--- src/rtl/tlb_op_ctrl.sv ---
// tlb_op_ctrl: sequences TLBSRCH/TLBRD/TLBWR/TLBFILL/INVTLB through the TLB ports and returns CSR updates.
// Optional macro TLBFILL_LFSR_EN selects an LFSR-based TLBFILL index instead of the wrapping counter.
`default_nettype none

module tlb_op_ctrl #(
    parameter int TLBNUM = 16,
    localparam int IDXW = $clog2(TLBNUM)
) (
    input  logic            clk,
    input  logic            reset,
    input  logic            op_valid,
    output logic            op_ready,
    input  logic [2:0]      op_code,
    input  logic [4:0]      inv_op,
    input  logic [9:0]      inv_asid,
    input  logic [18:0]     inv_vppn,
    input  logic [9:0]      csr_asid,
    input  logic [18:0]     csr_ehi_vppn,
    input  logic [IDXW-1:0] csr_idx,
    input  logic [5:0]      csr_ps,
    input  logic            csr_ne,
    input  logic [31:0]     csr_elo0,
    input  logic [31:0]     csr_elo1,
    input  logic [5:0]      csr_ecode,
    output logic [18:0]     s0_vppn,
    output logic [9:0]      s0_asid,
    input  logic            s0_hit,
    input  logic [IDXW-1:0] s0_index,
    output logic [IDXW-1:0] r_index,
    input  logic            r_ne,
    input  logic [18:0]     r_vppn,
    input  logic [9:0]      r_asid,
    input  logic            r_g,
    input  logic [5:0]      r_ps,
    input  logic [31:0]     r_elo0,
    input  logic [31:0]     r_elo1,
    output logic            w_en,
    output logic [IDXW-1:0] w_index,
    output logic [18:0]     w_vppn,
    output logic [9:0]      w_asid,
    output logic            w_g,
    output logic [5:0]      w_ps,
    output logic            w_ne,
    output logic [31:0]     w_elo0,
    output logic [31:0]     w_elo1,
    output logic            f_en,
    output logic [4:0]      f_op,
    output logic [9:0]      f_asid,
    output logic [18:0]     f_vppn,
    output logic            upd_valid,
    output logic            upd_idx_we,
    output logic            upd_ehi_we,
    output logic            upd_elo_we,
    output logic            upd_asid_we,
    output logic [IDXW-1:0] upd_idx,
    output logic            upd_ne,
    output logic [5:0]      upd_ps,
    output logic [18:0]     upd_vppn,
    output logic [31:0]     upd_elo0,
    output logic [31:0]     upd_elo1,
    output logic [9:0]      upd_asid,
    output logic            done,
    output logic            ine_exc
);

    typedef enum logic [1:0] {
        ST_IDLE   = 2'd0,
        ST_REQ    = 2'd1,
        ST_RESP   = 2'd2,
        ST_COMMIT = 2'd3
    } state_t;

    localparam logic [2:0] OP_SRCH = 3'd0;
    localparam logic [2:0] OP_RD   = 3'd1;
    localparam logic [2:0] OP_WR   = 3'd2;
    localparam logic [2:0] OP_FILL = 3'd3;
    localparam logic [2:0] OP_INV  = 3'd4;

    state_t          state_q, state_d;
    logic [IDXW-1:0] fill_idx;
    logic            accept;

    logic [2:0]      op_q;
    logic [4:0]      inv_op_q;
    logic [9:0]      inv_asid_q;
    logic [18:0]     inv_vppn_q;
    logic [9:0]      asid_q;
    logic [18:0]     vppn_q;
    logic [IDXW-1:0] idx_q;
    logic [IDXW-1:0] fill_q;
    logic [5:0]      ps_q;
    logic            ne_q;
    logic [31:0]     elo0_q;
    logic [31:0]     elo1_q;
    logic [5:0]      ecode_q;

    logic            hit_q;
    logic [IDXW-1:0] sidx_q;
    logic            rne_q;
    logic [18:0]     rvppn_q;
    logic [9:0]      rasid_q;
    logic [5:0]      rps_q;
    logic [31:0]     relo0_q;
    logic [31:0]     relo1_q;

    logic            inv_bad;

    assign accept  = op_valid && (state_q == ST_IDLE);
    assign inv_bad = (inv_op_q > 5'd6);

`ifdef TLBFILL_LFSR_EN
    logic [7:0] lfsr_q;

    // Fibonacci LFSR, taps 8,6,5,4
    always_ff @(posedge clk) begin
        if (reset) lfsr_q <= 8'h01;
        else       lfsr_q <= {lfsr_q[6:0], lfsr_q[7] ^ lfsr_q[5] ^ lfsr_q[4] ^ lfsr_q[3]};
    end
    assign fill_idx = lfsr_q[IDXW-1:0];
`else
    logic [IDXW-1:0] fill_cnt_q;

    always_ff @(posedge clk) begin
        if (reset) fill_cnt_q <= '0;
        else       fill_cnt_q <= fill_cnt_q + IDXW'(1);
    end
    assign fill_idx = fill_cnt_q;
`endif

    always_ff @(posedge clk) begin
        if (reset) state_q <= ST_IDLE;
        else       state_q <= state_d;
    end

    always_ff @(posedge clk) begin
        if (reset) begin
            op_q       <= '0;
            inv_op_q   <= '0;
            inv_asid_q <= '0;
            inv_vppn_q <= '0;
            asid_q     <= '0;
            vppn_q     <= '0;
            idx_q      <= '0;
            fill_q     <= '0;
            ps_q       <= '0;
            ne_q       <= 1'b0;
            elo0_q     <= '0;
            elo1_q     <= '0;
            ecode_q    <= '0;
            hit_q      <= 1'b0;
            sidx_q     <= '0;
            rne_q      <= 1'b0;
            rvppn_q    <= '0;
            rasid_q    <= '0;
            rps_q      <= '0;
            relo0_q    <= '0;
            relo1_q    <= '0;
        end else begin
            if (accept) begin
                op_q       <= op_code;
                inv_op_q   <= inv_op;
                inv_asid_q <= inv_asid;
                inv_vppn_q <= inv_vppn;
                asid_q     <= csr_asid;
                vppn_q     <= csr_ehi_vppn;
                idx_q      <= csr_idx;
                fill_q     <= fill_idx;
                ps_q       <= csr_ps;
                ne_q       <= csr_ne;
                elo0_q     <= csr_elo0;
                elo1_q     <= csr_elo1;
                ecode_q    <= csr_ecode;
            end
            if (state_q == ST_RESP) begin
                hit_q   <= s0_hit;
                sidx_q  <= s0_index;
                rne_q   <= r_ne;
                rvppn_q <= r_vppn;
                rasid_q <= r_asid;
                rps_q   <= r_ps;
                // The entry's single G bit is reflected into both ELO G fields
                relo0_q <= (r_elo0 & ~32'h40) | (32'(r_g) << 6);
                relo1_q <= (r_elo1 & ~32'h40) | (32'(r_g) << 6);
            end
        end
    end

    always_comb begin
        state_d     = state_q;
        op_ready    = 1'b0;
        s0_vppn     = '0;
        s0_asid     = '0;
        r_index     = '0;
        w_en        = 1'b0;
        w_index     = '0;
        w_vppn      = '0;
        w_asid      = '0;
        w_g         = 1'b0;
        w_ps        = '0;
        w_ne        = 1'b0;
        w_elo0      = '0;
        w_elo1      = '0;
        f_en        = 1'b0;
        f_op        = '0;
        f_asid      = '0;
        f_vppn      = '0;
        upd_valid   = 1'b0;
        upd_idx_we  = 1'b0;
        upd_ehi_we  = 1'b0;
        upd_elo_we  = 1'b0;
        upd_asid_we = 1'b0;
        upd_idx     = '0;
        upd_ne      = 1'b0;
        upd_ps      = '0;
        upd_vppn    = '0;
        upd_elo0    = '0;
        upd_elo1    = '0;
        upd_asid    = '0;
        done        = 1'b0;
        ine_exc     = 1'b0;

        case (state_q)
            ST_IDLE: begin
                op_ready = 1'b1;
                if (op_valid) state_d = ST_REQ;
            end
            ST_REQ, ST_RESP: begin
                if (op_q == OP_SRCH) begin
                    s0_vppn = vppn_q;
                    s0_asid = asid_q;
                end
                if (op_q == OP_RD) r_index = idx_q;
                if (state_q == ST_REQ) begin
                    if (op_q == OP_WR || op_q == OP_FILL) begin
                        w_en    = 1'b1;
                        w_index = (op_q == OP_FILL) ? fill_q : idx_q;
                        w_vppn  = vppn_q;
                        w_asid  = asid_q;
                        w_g     = elo0_q[6] & elo1_q[6];
                        w_ps    = ps_q;
                        // A refill exception always writes a valid entry
                        w_ne    = (ecode_q == 6'h3F) ? 1'b0 : ne_q;
                        w_elo0  = elo0_q;
                        w_elo1  = elo1_q;
                    end
                    if (op_q == OP_INV && !inv_bad) begin
                        f_en   = 1'b1;
                        f_op   = inv_op_q;
                        f_asid = inv_asid_q;
                        f_vppn = inv_vppn_q;
                    end
                    state_d = (op_q == OP_SRCH || op_q == OP_RD) ? ST_RESP : ST_COMMIT;
                end else begin
                    state_d = ST_COMMIT;
                end
            end
            ST_COMMIT: begin
                done    = 1'b1;
                state_d = ST_IDLE;
                if (op_q == OP_SRCH) begin
                    upd_valid  = 1'b1;
                    upd_idx_we = 1'b1;
                    upd_idx    = hit_q ? sidx_q : idx_q;
                    upd_ne     = ~hit_q;
                end
                if (op_q == OP_RD) begin
                    upd_valid   = 1'b1;
                    upd_idx_we  = 1'b1;
                    upd_ehi_we  = 1'b1;
                    upd_elo_we  = 1'b1;
                    upd_asid_we = 1'b1;
                    upd_idx     = idx_q;
                    upd_ne      = rne_q;
                    if (!rne_q) begin
                        upd_ps   = rps_q;
                        upd_vppn = rvppn_q;
                        upd_elo0 = relo0_q;
                        upd_elo1 = relo1_q;
                        upd_asid = rasid_q;
                    end
                end
                if (op_q == OP_INV) ine_exc = inv_bad;
            end
            default: state_d = ST_IDLE;
        endcase
    end

endmodule

`default_nettype wire
--- config.mk ---
export PLATFORM = sky130hd
export DESIGN_NAME = tlb_op_ctrl
export DESIGN_NICKNAME = d
export VERILOG_FILES = /design/src/rtl/tlb_op_ctrl.sv
export SDC_FILE = /design/constraint.sdc
export NUM_CORES = 1
export LEC_CHECK = 0
export BUFFER_PORTS_ARGS = -buffer_cell sky130_fd_sc_hd__buf_2
export CAP_MARGIN = 0
export CORE_AREA = 2 2 211 213
export CTS_BUF_LIST = sky130_fd_sc_hd__clkbuf_4 sky130_fd_sc_hd__clkbuf_8
export DETAILED_ROUTE_END_ITERATION = 12
export DIE_AREA = 0 0 213 215
export GPL_ROUTABILITY_DRIVEN = 0
export PLACE_DENSITY = 0.48
export SLEW_MARGIN = 0
export SYNTH_ARGS = -nofsm -noshare
export SYNTH_HDL_FRONTEND = slang
export SYNTH_SLANG_ARGS = --single-unit
--- constraint.sdc ---
create_clock -name clk -period 2.07 [get_ports clk]
set_clock_uncertainty 0.1 [all_clocks]
set_input_delay 0.1035 -clock clk [delete_from_list [all_inputs] [get_ports clk]]
set_output_delay 0.1035 -clock clk [all_outputs]
set_load 0.1 [all_outputs]
Word-level counts from Yosys, hierarchy flattened --
Index checks and enable logic that the tools add are counted.
Operators by class: eq/ne operators 9, $lt $le $gt $ge 1, add/sub/neg operators 1, multiplexer cells 82, reduce and logical (&&, ||, !) cells 8, bitwise gates (word level) 4
Operators by type and width (number):
- two-way mux 32 bit | 12
- two-way mux 19 bit | 11
- two-way mux 10 bit | 11
- bitwise OR 32 x 7 -> 32 bit | 2
- two-way mux 4 bit | 10
- two-way mux 6 bit | 6
- two-way mux 1 bit | 27
- two-way mux 5 bit | 3
- equality test 3 x 2 -> 1 bit (second input constant) | 2
- equality test 6 bit (second input constant) | 1
- case mux 2 bit (3 select lines) | 1
- > comparator 5 x 3 -> 1 bit (second input constant) | 1
- adder 4 x 1 -> 4 bit (second input constant) | 1
- equality test 2 bit (second input constant) | 2
- equality test 3 x 1 -> 1 bit (second input constant) | 1
- equality test 3 bit (second input constant) | 1
- logical NOT 3 bit | 1
- equality test 2 x 1 -> 1 bit (second input constant) | 1
- logical AND 1 bit | 2
- logical NOT 2 bit | 1
- logical OR 1 bit | 2
- two-way mux 2 bit | 1
- != test 2 bit (second input constant) | 1
- OR reduction 2 bit | 1
- 3 further kinds | 3
Word-level totals: output and inout bits 286, input bits 256, logic and storage cells 128, flip-flop bits (word level) 262

Logic depth before layout (Yosys ltp) --
depth after elaboration 6, depth in mapped cells 8, gate-level depth less buffers 5

Worst setup path before layout --
Ideal clock, no wire load.
kind register to output, start point register state_q[1], end point output port upd_elo1[6], buffers on the path 2, arrival 3.793 ns, cell stages (with the launch flop) 7, slack -1.926 ns, cell sequence dfxtp_1 ha_1 nor3b_4 nor3b_4 clkbuf_1 and2_2 buf_4
On the way: word-level cells in the longest chain between the ends 2
Ends and longest elaborated chain:
- from (decl) | RTL line 79 | state_t state_q, state_d;
- from (signal assigned) | RTL line 132 | else state_q <= state_d;
- equality test 2 bit | RTL line 222 | case (state_q)
- two-way mux 32 bit | RTL line 222
- to (decl) | RTL line 60 | output logic [31:0] upd_elo1,
Every way passes these cells.

Final worst setup path --
start point register state_q[1], end point output port s0_vppn[7]
On the way: word-level cells in the longest chain between the ends 3, elaborated cells between the ends (all ways) 4, those cells by class eq/ne (2); mux (1); reduce/logical (1)
Ends and longest elaborated chain:
- equality test 2 bit or equality test 2 x 1 -> 1 bit (tied branches) | RTL line 222
- OR reduction 2 bit (*) | RTL line 222
- two-way mux 19 bit (*) | RTL line 222
- to (decl) | RTL line 25 | output logic [18:0] s0_vppn,
Every way passes the cells marked *; elsewhere a longest branch is shown, timed or not.

==> out/qor.txt <==
routed via count -> 12,653
Top cell by count, worst path -> buf_12
GRT Resource Usage Total -> 21.0%
CP Class -> register to output port
Place WS -> 67.9 ps
Yosys reg bits -> 261
most common cell after layout, fill and taps aside -> buf_12
Pint -> 12.2 mW
Hold Slack -> 159 ps
Gate power share -> 36.5%
Layout Cells excl Fill -> 2,871
wire per inst -> 18.5 um
Final ANT Viol Nets -> 0
largest net degree at the start of global routing -> 78
Clock power frac -> 29.5%
initial antenna violation count -> 4
Starting Density -> 25.7%
outcome -> finished with violations
Worst Setup Start Kind -> register
Final Cell Area -> 25,200 sq um
vias in the first global route -> 13,152
placed standard-cell area -> 19,300 sq um
P&R area growth vs syn -> 124%
slowest cell on the critical path -> dfxtp_4
Worst Tran Pin Value -> 579 ps
required time worst endpoint -> 1870 ps
Slew Limit Fails -> 0
top cell type's share of synthesized area -> 46.5%
share of cells above drive strength 1 -> 46.4%
grt total ovfl -> 0
crit share post-route -> 123%
root buf cell -> clkbuf_8
CTS tree -> built
fin crit period -> 2550 ps
NumNets Final -> 2,499
Worst setup EP type -> output port
CP Cell Sequence -> inv_4 > ha_4 > buf_6 > nand2b_4 > nor3_4 > buf_12 > buf_12 > and2_4 > buf_12
largest area contributor in the netlist -> dfxtp_1
Fmax -> 392 MHz
Reg power frac -> 34.0%
switch share -> 34.6%
failing checks -> setup timing
cells after synthesis -> 1,354
main area contributors after synthesis -> dfxtp_1, and2_1, nand2_1
Synth cell types -> 36
chip height -> 215 um
Slew HR -> 61.7%
CTS Buffer Depth -> 3
Final Setup Violations -> 278
Leak Pwr -> 10.6 nW
DR DRC count -> 0
final setup margin -> -479 ps
# IOs -> 542
synthesized area -> 11,200 sq um
fin util -> 57.7%
Max VDD drop -> 0.552 mV
crit path DAT -> 2350 ps
cell row count -> 77
First DRT Iteration DRCs -> 518
Max H-tree Level -> 2
switching pwr -> 6.44 mW
CP max stage delay -> 370 ps
core area -> 43,600 sq um
yosys warns -> 0
RSZ-0062 raised after global routing -> true
most frequent cells in the layout -> buf_12, nand2_1, dlygate4sd3_1, and2_4, dfxtp_1
Fillers -> 3,543
Worst Hold Class -> input port to register
final hold violations -> 0
final wirelength -> 53,200 um
clk sinks -> 261
first-pass GRT wire length -> 74,700 um
Post-Syn Area per Cell -> 8.30 sq um
Max-cap violations -> 0
I/O Buffers -> 537
clk_lat worst skew -> 610 ps
CTS Buf Count -> 50
clock-pin slew on the worst setup and hold paths -> 60 ps
first-pass iteration count of the detailed router -> 7
Die ar. -> 45,800 sq um
Post-DP HPWL -> 30,800 um
critical path fanouts, max -> 15
Vias per Instance -> 4.41
placed cells -> 2,406
register area share after synthesis -> 46.5%
Power Density -> 739 nW/um^2
die width -> 213 um
## layer usage
layer  global-route usage, %  routed length (um)
met2                    37.2               27000
met3                    6.90                4160
met4                    7.25                1620
met1                    23.4               20400
met5                       0                   0
## final timing paths
check	cells past startpoint	slack [ps]	end	startpoint
worst max-delay path	9	-480	s0_vppn[7]	state_q[1]
worst max register to register	8	50	elo0_q[31]	state_q[1]
worst min register to register	2	350	fill_q[0]	fill_q[0]
worst min-delay path	4	160	relo1_q[4]	r_elo1[4]
## cell type report
cell class                 count  area (sq um)  area share (%)
timing repair buffer         940         11800            46.7
clock inverter                 8          67.6           0.268
clock buffer                  81          1010            4.01
inverter                       4          20.0          0.0795
antenna                        4          10.0          0.0398
sequential                   261          5240            20.8
multi-input combinational    981          6340            25.2
tap                          592           741            2.94
## kinds of logic (layout without fill, tap and decap cells)
kind of cell	Yosys count	in the layout	synth area share, %
flops	261	261	46.5
buf+inv	113	1033	4.53
fa+ha+maj	5	5	0.557
other cells	1	6	0.0334
mux	109	109	9.71
compound gates	161	161	7.44
xor+xnor	2	2	0.156
simple gates	702	702	31.1
## per-stage QoR
stage	TNS, ps	total power [mW]
final	-114400	18.6
after global routing	-145110	19.6
after CTS	-136530	18.0
after detailed placement	0	11.2
after global placement	0	11.1
after floorplan	-95410	9.53
## what timing repair did
item / in CTS / in global routing
endpoints found under the hold margin: 256 / 0
buffers inserted: 33 / 23
setup endpoints to repair: 281 / 324
hold buffers: 304 / 0
gates cloned: 15 / 29
pin swaps: 51 / 123
gates resized for setup: 149 / 157
## state kept, by name, indices dropped and copies added, names as in the netlist, 10 cells and up
register	flops
asid_q	10
elo0_q	32
elo1_q	32
inv_asid_q	10
inv_vppn_q	19
rasid_q	10
relo0_q	32
relo1_q	31
rvppn_q	19
vppn_q	19
## Yosys cell counts
cell / n
nand2b_1: 2
a22o_1: 4
and2_1: 194
clkbuf_1: 71
a31oi_1: 1
a21boi_0: 1
xor2_1: 1
and4b_2: 2
or2_2: 2
nand2b_4: 1
clkbuf_2: 3
mux2i_1: 109
inv_1: 4
dfxtp_1: 261
o311ai_0: 1
buf_2: 23
o21a_1: 1
nand2_1: 305
a311o_1: 1
buf_4: 6
nand3_1: 2
xnor2_1: 1
nor4_4: 1
nor3_1: 2
a21oi_1: 152
buf_1: 2
and2_2: 70
nand3b_1: 1
ha_1: 5
and3_1: 1
nor3b_4: 2
nor2b_1: 1
and4_1: 2
conb_1: 1
buf_6: 4
nor2_1: 114
## power by group through the flow
stage	logic, mW	registers, mW	clock network (mW)
floorplan	3.33	6.20	0
CTS	6.07	6.28	5.67
global placement	4.77	6.32	0
global route	7.27	6.42	5.93
detailed placement	4.83	6.36	0
finish	6.80	6.33	5.49
## critical path, delay by kind of cell, from the launching register on
kind          cells  cell delay (ps)
flops             1              370
fa+ha+maj         1              280
buf+inv           5              620
simple gates      3              450
Power figures use the tool's default switching activity.
